<file path="src/rtl/rwc_pkg.sv">
// Shared FSM encoding, width defaults and helpers for the rwc challenge scheduler.
package rwc_pkg;

   localparam int ADDR_W_DEF = 10;
   localparam int DATA_W_DEF = 32;

   localparam logic [DATA_W_DEF-1:0] CHALLENGE_CLEAR = '0;

   typedef enum logic [2:0] {
      S_IDLE,
      S_ISSUE,
      S_WAIT_LO,
      S_WAIT_HI,
      S_ACCUM,
      S_EMIT,
      S_DONE,
      S_ERR
   } rwc_state_t;

   function automatic int cnt_w(input int rep);
      return $clog2(rep + 1);
   endfunction

endpackage

</file>
<file path="src/rtl/rwc_vote_acc.sv">
// Per-bit vote counters; majority and (with RWC_SCHED_UNSTABLE_EN) unstable flags.
module rwc_vote_acc
   import rwc_pkg::*;
#(
   parameter int DATA_W = DATA_W_DEF,
   parameter int REPEAT = 5
) (
   input  logic              clk,
   input  logic              w_resetn,
   input  logic              clr,
   input  logic              acc,
   input  logic [DATA_W-1:0] bits,
   output logic [DATA_W-1:0] maj
`ifdef RWC_SCHED_UNSTABLE_EN
   ,
   output logic [DATA_W-1:0] unstable
`endif
);

   localparam int CW = cnt_w(REPEAT);
   localparam logic [CW-1:0] HALF = CW'(REPEAT / 2);
`ifdef RWC_SCHED_UNSTABLE_EN
   localparam logic [CW-1:0] FULL = CW'(REPEAT);
`endif

   logic [CW-1:0] cnt [DATA_W];

   always_ff @(posedge clk) begin
      if (!w_resetn || clr) begin
         for (int i = 0; i < DATA_W; i++) cnt[i] <= '0;
      end else if (acc) begin
         for (int i = 0; i < DATA_W; i++) cnt[i] <= cnt[i] + CW'(bits[i]);
      end
   end

   always_comb begin
      maj = '0;
      for (int i = 0; i < DATA_W; i++) maj[i] = (cnt[i] > HALF);
   end

`ifdef RWC_SCHED_UNSTABLE_EN
   always_comb begin
      unstable = '0;
      for (int i = 0; i < DATA_W; i++) begin
         unstable[i] = (cnt[i] != '0) && (cnt[i] < FULL);
      end
   end
`endif

endmodule

</file>
<file path="src/rtl/rwc_sched.sv">
// Challenge scheduler: sweeps BRAM addresses, votes REPEAT rwc_ctrl runs per address.
// Optional unstable/clean-fail reporting under RWC_SCHED_UNSTABLE_EN.
module rwc_sched
   import rwc_pkg::*;
#(
   parameter int REPEAT  = 5,
   parameter int TIMEOUT = 64,
   parameter int ADDR_W  = ADDR_W_DEF,
   parameter int DATA_W  = DATA_W_DEF
) (
   input  logic              clk,
   input  logic              w_resetn,
   input  logic              start,
   input  logic [ADDR_W-1:0] base_addr,
   input  logic [ADDR_W:0]   num_addr,
   input  logic [DATA_W-1:0] cha_pattern,
   output logic              busy,
   output logic              done,
   output logic              error,
   output logic              gen_enable,
   output logic [ADDR_W-1:0] gen_cha_addr,
   output logic [DATA_W-1:0] gen_cha_data,
   input  logic              gen_available,
   input  logic [DATA_W-1:0] gen_rsp_write,
   input  logic [DATA_W-1:0] gen_rsp_clean,
   output logic              rsp_valid,
   input  logic              rsp_ready,
   output logic [ADDR_W-1:0] rsp_addr,
   output logic [DATA_W-1:0] rsp_data
`ifdef RWC_SCHED_UNSTABLE_EN
   ,
   output logic [DATA_W-1:0] rsp_unstable,
   output logic              clean_fail
`endif
);

   localparam int CW = cnt_w(REPEAT);
   localparam int TW = $clog2(TIMEOUT + 1);

   rwc_state_t state, state_nx;

   logic [ADDR_W-1:0] addr;
   logic [ADDR_W:0]   remaining;
   logic [DATA_W-1:0] pattern;
   logic [CW-1:0]     run;
   logic [TW-1:0]     timer;
   logic              err_q;

   logic take, hs, waiting, expired;
   logic vote_clr, vote_acc;

   assign take    = (state == S_IDLE) && start;
   assign hs      = (state == S_EMIT) && rsp_ready;
   assign waiting = state inside {S_ISSUE, S_WAIT_LO, S_WAIT_HI};
   assign expired = waiting && (timer == TW'(TIMEOUT - 1));

   always_comb begin
      state_nx = state;
      unique case (state)
         S_IDLE: begin
            if (start) state_nx = (num_addr == '0) ? S_DONE : S_ISSUE;
         end
         S_ISSUE:   if (gen_available)  state_nx = S_WAIT_LO;
         S_WAIT_LO: if (!gen_available) state_nx = S_WAIT_HI;
         S_WAIT_HI: if (gen_available)  state_nx = S_ACCUM;
         S_ACCUM: begin
            state_nx = (run == CW'(REPEAT - 1)) ? S_EMIT : S_ISSUE;
         end
         S_EMIT: begin
            if (rsp_ready) begin
               state_nx = (remaining == (ADDR_W+1)'(1)) ? S_DONE : S_ISSUE;
            end
         end
         S_DONE:  state_nx = S_IDLE;
         S_ERR:   state_nx = S_IDLE;
         default: state_nx = S_IDLE;
      endcase
      // a stalled handshake with rwc_ctrl aborts the whole sweep
      if (expired && state_nx == state) state_nx = S_ERR;
   end

   always_ff @(posedge clk) begin
      if (!w_resetn) begin
         state     <= S_IDLE;
         addr      <= '0;
         remaining <= '0;
         pattern   <= DATA_W'(CHALLENGE_CLEAR);
         run       <= '0;
         timer     <= '0;
         err_q     <= 1'b0;
      end else begin
         state <= state_nx;
         timer <= (waiting && state_nx == state) ? timer + TW'(1) : '0;
         if (take) begin
            addr      <= base_addr;
            remaining <= num_addr;
            pattern   <= cha_pattern;
            run       <= '0;
            err_q     <= 1'b0;
         end
         if (state == S_ACCUM) run <= run + CW'(1);
         if (hs) begin
            addr      <= addr + ADDR_W'(1);
            remaining <= remaining - (ADDR_W+1)'(1);
            run       <= '0;
         end
         if (state_nx == S_ERR) begin
            err_q <= 1'b1;
            run   <= '0;
         end
      end
   end

   assign vote_clr = take || hs || (state == S_ERR);
   assign vote_acc = (state == S_ACCUM);

   rwc_vote_acc #(
      .DATA_W (DATA_W),
      .REPEAT (REPEAT)
   ) u_vote (
      .clk      (clk),
      .w_resetn (w_resetn),
      .clr      (vote_clr),
      .acc      (vote_acc),
      .bits     (gen_rsp_write),
      .maj      (rsp_data)
`ifdef RWC_SCHED_UNSTABLE_EN
      ,
      .unstable (rsp_unstable)
`endif
   );

`ifdef RWC_SCHED_UNSTABLE_EN
   logic clean_q;

   always_ff @(posedge clk) begin
      if (!w_resetn) begin
         clean_q <= 1'b0;
      end else if (take) begin
         clean_q <= 1'b0;
      end else if (vote_acc && gen_rsp_clean != '0) begin
         clean_q <= 1'b1;
      end
   end

   assign clean_fail = clean_q;
`else
   logic unused_clean;
   assign unused_clean = ^gen_rsp_clean;
`endif

   assign busy         = state inside {S_ISSUE, S_WAIT_LO, S_WAIT_HI,
                                       S_ACCUM, S_EMIT};
   assign done         = (state == S_DONE);
   assign error        = err_q;
   assign gen_enable   = (state == S_WAIT_LO);
   assign gen_cha_addr = addr;
   assign gen_cha_data = pattern;
   assign rsp_valid    = (state == S_EMIT);
   assign rsp_addr     = addr;

endmodule

</file>
<file path="config.mk">
export PLATFORM = sky130hd
export DESIGN_NAME = rwc_sched
export DESIGN_NICKNAME = d
export VERILOG_FILES = /design/src/rtl/rwc_pkg.sv /design/src/rtl/rwc_vote_acc.sv /design/src/rtl/rwc_sched.sv
export SDC_FILE = /design/constraint.sdc
export NUM_CORES = 1
export LEC_CHECK = 0
export ABC_AREA = 1
export CELL_PAD_IN_SITES_DETAIL_PLACEMENT = 1
export CELL_PAD_IN_SITES_GLOBAL_PLACEMENT = 1
export CORE_MARGIN = 3
export CORE_UTILIZATION = 40
export CTS_BUF_LIST = sky130_fd_sc_hd__clkbuf_16
export DETAILED_ROUTE_END_ITERATION = 10
export GPL_TIMING_DRIVEN = 0
export PLACE_DENSITY = 0.92
export SYNTH_ARGS = -nofsm -noshare
export SYNTH_HDL_FRONTEND = slang
export SYNTH_SLANG_ARGS = --single-unit
</file>
<file path="constraint.sdc">
create_clock -name clk -period 11.5 [get_ports clk]
set_input_delay 2.875 -clock clk [delete_from_list [all_inputs] [get_ports clk]]
set_output_delay 2.875 -clock clk [all_outputs]
set_load 0.05 [all_outputs]
</file>
==> metrics, run 1 <==
vias in the first global route between 7,000 and 8,000; HP Start gen_cha_data[26]; ANT nets after route 0; reg2reg path depth 9; n_diodes 0; Yosys reg bits between 150 and 200; hold-critical path endpoint gen_cha_data[26]; worst flop-to-flop path startpoint state[0]; number of port buffers approximately 180; vias ~6,600; row count 51; pwr dens between 200 and 300 mW/mm²; global-route wire length before repair about 36 mm; CP Data Required Time 8.63 ns; Fin Clk Skew 0.01108 ns; Layout Nets 1,241; Fmax around 0.19 GHz; unrepaired setup endpoints after global routing false; reg-to-reg setup timing slack 9.05 ns; CP arrival about 2.4 ns; # DRC 0; area occupied by registers ~0.0042 mm²; CP endpoint kind output pin; sequential share of the synthesized area 0.5217; initial antenna violation count 0; CP max FO 9; H-tree depth 4; Max-cap violations 0; Root Buffer clkbuf_16; Cell variety after synth 37; final hold viol count 0; chip height between 100 and 150 µm; Filler cells ~2,200; Most used DFF post-synth edfxtp_1; placed cells 1,295; leading area contributor after synthesis edfxtp_1; global route overflow 0; Core Box Area 0.01965 mm²; Post-Route WL roughly 23 mm; DP Wirelength 16.52 mm; chip width about 150 µm; run status finished, final reports clean; synth top area cells edfxtp_1 (36%), dfxtp_1 (17%), ha_1 (11%), nor2_1 (6.4%), nand2_1 (6.1%); Post-Syn Area per Cell about 9.5 µm²; cell with the most instances after synthesis nor2_1; Hold-fix buffers, CTS 0; CTS tree built; Max transition margin 0.5896; RR Endpoint u_vote.cnt[3][3]; Synth async-reset ratio 0; post_cts resized 0; Post-synth EDFFs 96; Max Slew Vio Count 0; Max VDD drop ~0.12 mV; global placement routability congestion 0.8591; die footprint approximately 0.022 mm²; startpoint types register; Finished Layout Cells 1,327; CP Class register to output pin; Initial Util 0.4120; area of the multi-input gates roughly 0.0033 mm²; deepest clock path buffer count 2; initial DRC count 283; TritonCTS buffer count 17; clk slew on worst S/H paths 0.07 ns; drt pass-1 iters 4; IO Count between 200 and 250; hold path depth 2; leakage power approximately 4.8 nW; share of cells above drive strength 1 0.07439; Clock Sinks 163; drt wl/cell approximately 17 µm; commonest cells in the netlist nor2_1 (139), nand2_1 (131), inv_1 (99), edfxtp_1 (96), ha_1 (70); worst slew pin tran between 0.6 and 0.7 ns; DR vias/cell approximately 5; Final Cycle Share 0.4620; Synth Instances between 800 and 900; post-synth top area share 0.3561; Final Setup Violations 0; P&R area growth vs syn 34.51%; Setup Fix Bufs, Post-CTS 0; Syn Nets ~1,000; minimum clock period approximately 5.3 ns; synthesized area slightly above 0.008 mm²; Hold WC Path Type register to register; setup tns final 0 ns; largest net degree at the start of global routing 55; Clk Latency, worst-skew pair roughly 0.43 ns; Yosys warning total 0; Overall Global Routing Usage 0.2063
==> per-stage QoR <==
step,util,power (mW),area (µm²),worst slack [ns],hold WS [ns]
4_1_cts,0.5541,2.981,10890,6.156,0.4675
3_5_place_dp,0.5213,2.330,10240,6.211,0.4591
2_1_floorplan,-,1.875,8097,5.630,0.4175
3_3_place_gp,0.5195,2.260,10210,3.981,0.4309
5_1_grt,0.5541,3.125,10890,6.008,0.4877
6_report,0.5541,2.950,10890,6.187,0.4665
==> layout by cell type (no fill, tap or decap), types with 6 or more instances in the layout <==
cell,n
xnor2_1,36
a21o_1,32
clkdlybuf4s50_1,178
buf_2,14
dfxtp_1,67
inv_2,6
nand3_1,19
o221ai_1,6
o21ai_0,12
clkbuf_16,17
ha_1,70
nand2_1,130
inv_1,99
buf_4,12
clkbuf_1,9
nor2_1,139
edfxtp_1,96
a21oi_1,52
==> cells by family after synthesis <==
logic type / synth area share
simple gates: 0.1562
flops: 0.5217
buf+inv: 0.07541
compound gates: 0.09411
fa+ha+maj: 0.1082
xor+xnor: 0.04435
==> power by group <==
| part | internal [mW] | switching (mW) |
|---|---|---|
| logic | 0.461 | 0.867 |
| clock network | 0.371 | 0.255 |
| registers | 0.857 | 0.139 |
| total | 1.69 | 1.26 |
==> cell type report <==
type | count | share of cell area
plain buffers | 39 | 0.01988
clock buffers | 17 | 0.03906
clock inverters | 15 | 0.02022
inverters | 105 | 0.03619
multi-input cells | 544 | 0.3002
flip-flops and latches | 163 | 0.3879
well taps | 265 | 0.03045
repair buffers | 179 | 0.1661
==> state kept, by name, summed over array words and instances, names as in the netlist <==
| signal | flops |
|---|---|
| error | 1 |
| remaining | 11 |
| timer | 7 |
| gen_cha_data | 32 |
| gen_cha_addr | 10 |
| state | 3 |
| u_vote.cnt | 96 |
| run | 3 |
==> worst max path at each step <==
stage                          from               end  cells after the start
after global placement    rsp_ready  u_vote.cnt[3][6]                      9
after global routing       state[0]              busy                      8
after detailed placement  rsp_ready  u_vote.cnt[0][8]                     10
after CTS                  state[0]              busy                      8
after floorplan           rsp_ready  u_vote.cnt[0][0]                      8
final                      state[0]              busy                      8
==> worst max-delay path, stage by stage, from the launching register on <==
cell and delay [ns]:
dfxtp_1 0.33, buf_4 0.17, inv_1 0.08, nand2_1 0.13, inv_1 0.09, nor2_1 0.18, inv_1 0.08, o21ai_0 0.08
clkdlybuf4s50_1 0.86
==> metal layers <==
layer	up-vias	part of all wire	GRT usage
met5	-	0	0
li1	3195	-	-
met2	213	0.52	0.3809
met1	3168	0.38	0.2198
met4	0	0.021	0.06051
met3	39	0.075	0.07617
Note: power is estimated with default switching activity, not from simulation.
==> run 2: changes to the inputs <==
--- a/config.mk
+++ b/config.mk
@@ -9,11 +9,11 @@
 export CELL_PAD_IN_SITES_DETAIL_PLACEMENT = 1
 export CELL_PAD_IN_SITES_GLOBAL_PLACEMENT = 1
 export CORE_MARGIN = 3
-export CORE_UTILIZATION = 40
+export CORE_UTILIZATION = 33
 export CTS_BUF_LIST = sky130_fd_sc_hd__clkbuf_16
 export DETAILED_ROUTE_END_ITERATION = 10
 export GPL_TIMING_DRIVEN = 0
-export PLACE_DENSITY = 0.92
+export PLACE_DENSITY = 0.82
 export SYNTH_ARGS = -nofsm -noshare
 export SYNTH_HDL_FRONTEND = slang
 export SYNTH_SLANG_ARGS = --single-unit
==> constraint.sdc (replaced) <==
create_clock -name clk -period 4.3 [get_ports clk]
set_input_delay 1.075 -clock clk [delete_from_list [all_inputs] [get_ports clk]]
set_output_delay 1.075 -clock clk [all_outputs]
set_load 0.05 [all_outputs]
==> run 2 against run 1 <==
Via count fell by 3.0%. Critical path depth did not move. First-iteration DRC count is 13% lower. Total power rose to 2.6 times the previous value. Sequential share of layout area about the same. Critical endpoint unchanged. Global-route usage is 4.4 points lower. Sequential power grew to 2.6 times the previous value. Cell area hardly changed.
==> metrics, run 2 (synthesized netlist as in run 1, its figures left out) <==
Biggest register u_vote.cnt; IO Count 211; Clk Latency, worst-skew pair between 0.4 and 0.5 ns; dpl ws 0.9464 ns; CP endpoint kind output pin; drt wl/cell ~15 µm; post_cts resized 0; leading cell type in the layout, fill and taps excluded clkdlybuf4s50_1; Layout Nets about 1,200; Final Setup Violations 0; setup tns final 0 ns; Max VDD drop between 0.2 and 0.3 mV; DP Wirelength roughly 16 mm; CP max FO 9; largest net degree at the start of global routing 75; Design Power between 7 and 8 mW; Core Box Area roughly 0.024 mm²; drt pass-1 iters 4; Crit-path slowest cell clkdlybuf4s50_1; Max-cap violations 0; placed cells about 1,300; Initial Util 0.3399; HP Start gen_cha_data[18]; Fmax 0.2809 GHz; Overall Global Routing Usage 0.1622; worst flop-to-flop path startpoint state[0]; minimum clock period 3.561 ns; WP buf/inv 5; P&R area growth vs syn 34.38%; CP startpoint state[0]; Root Buffer clkbuf_16; setup ws final around 0.74 ns; CTS tree built; Fin Clk Skew roughly 0.012 ns; worst slew pin tran slightly below 0.6 ns; initial antenna violation count 0; unrepaired setup endpoints after global routing false; n_diodes 0; run status finished, final reports clean; initial DRC count between 200 and 250; max reg flops 96; CP arrival 2.49 ns; slowest stage delay, CP about 0.88 ns; clk slew on worst S/H paths 0.07 ns; global route overflow 0; Max transition margin 0.6123; H-tree depth 4; DR vias/cell 4.645; # DRC 0; CP Class register to output pin; Final Cycle Share 0.8280; die footprint 0.02645 mm²; number of port buffers around 180; ANT nets after route 0; TritonCTS buffer count 17; row count 56; Finished Layout Cells roughly 1,400; Post-Route WL around 21 mm; chip height roughly 160 µm; CP Data Required Time 3.22 ns; most numerous cell on the critical path inv_1; Hold WC Path Type register to register; vias between 6,000 and 7,000; area of the multi-input gates between 0.003 and 0.004 mm²; Max Slew Vio Count 0; area occupied by registers between 0.004 and 0.005 mm²; Hold-fix buffers, CTS 0; leakage power 4.704 nW; Largest delay share family, worst path buffers and inverters; deepest clock path buffer count 2; cells along the critical path buf_4 > inv_1 > nand2_1 > inv_1 > nor2_1 > inv_1 > o21ai_0 > clkdlybuf4s50_1; share of cells above drive strength 1 0.07533; final hold viol count 0; Filler cells roughly 2,700; chip width approximately 160 µm; global placement routability congestion between 0.7 and 0.8; Setup Fix Bufs, Post-CTS 0; startpoint types register; vias in the first global route ~7,000; pwr dens ~700 mW/mm²; most frequent cells in the layout clkdlybuf4s50_1 (178), nor2_1 (139), nand2_1 (130), inv_1 (99), edfxtp_1 (96); global-route wire length before repair 34.46 mm; Clock Sinks around 160
==> run 2: layer usage <==
metal,vias up,share of wire,track usage
li1,3191,-,-
met1,3035,0.41,0.1730
met2,168,0.50,0.2960
met4,0,0.013,0.04421
met3,21,0.084,0.06587
met5,-,0,0
==> run 2: where the power goes <==
part	internal, mW	total, mW	switching, mW	leakage [nW]
logic	1.23	3.50	2.28	2.86
registers	2.29	2.63	0.344	1.58
clock network	0.767	1.48	0.717	0.264
total	4.28	7.62	3.34	4.70
==> run 2: area by class of cell <==
cell class	instances	area share
plain buffers	39	0.01989
inverters	105	0.03622
clock inverters	15	0.01311
well taps	319	0.03668
repair buffers	179	0.1663
multi-input cells	544	0.3005
clock buffers	17	0.03910
flip-flops and latches	163	0.3882
==> run 2: worst paths after layout <==
kind / endpoint / slack (ns) / cells past startpoint
max: busy / 0.74 / 8
max reg2reg: u_vote.cnt[4][10] / 2.03 / 9
min: gen_cha_data[18] / 0.47 / 2
min reg2reg: gen_cha_data[18] / 0.47 / 2
==> run 2: stage by stage <==
| step | hold slack [ns] | area [µm²] | utilization |
|---|---|---|---|
| 4_1_cts | 0.4677 | 10880 | 0.4567 |
| 6_report | 0.4681 | 10880 | 0.4567 |
| 2_1_floorplan | 0.4175 | 8097 | - |
| 3_5_place_dp | 0.4577 | 10310 | 0.4329 |
| 5_1_grt | 0.4862 | 10880 | 0.4567 |
| 3_3_place_gp | 0.4311 | 10280 | 0.4314 |
==> run 2: worst reg2reg max path: stages (launching register included) <==
cell and delay (ns):
dfxtp_1 0.30, buf_4 0.16, inv_1 0.10, nand2_1 0.11, nor2_2 0.16, nand2_2 0.12, nand3_2 0.20, inv_2 0.09
nand2_4 0.29, buf_16 0.37
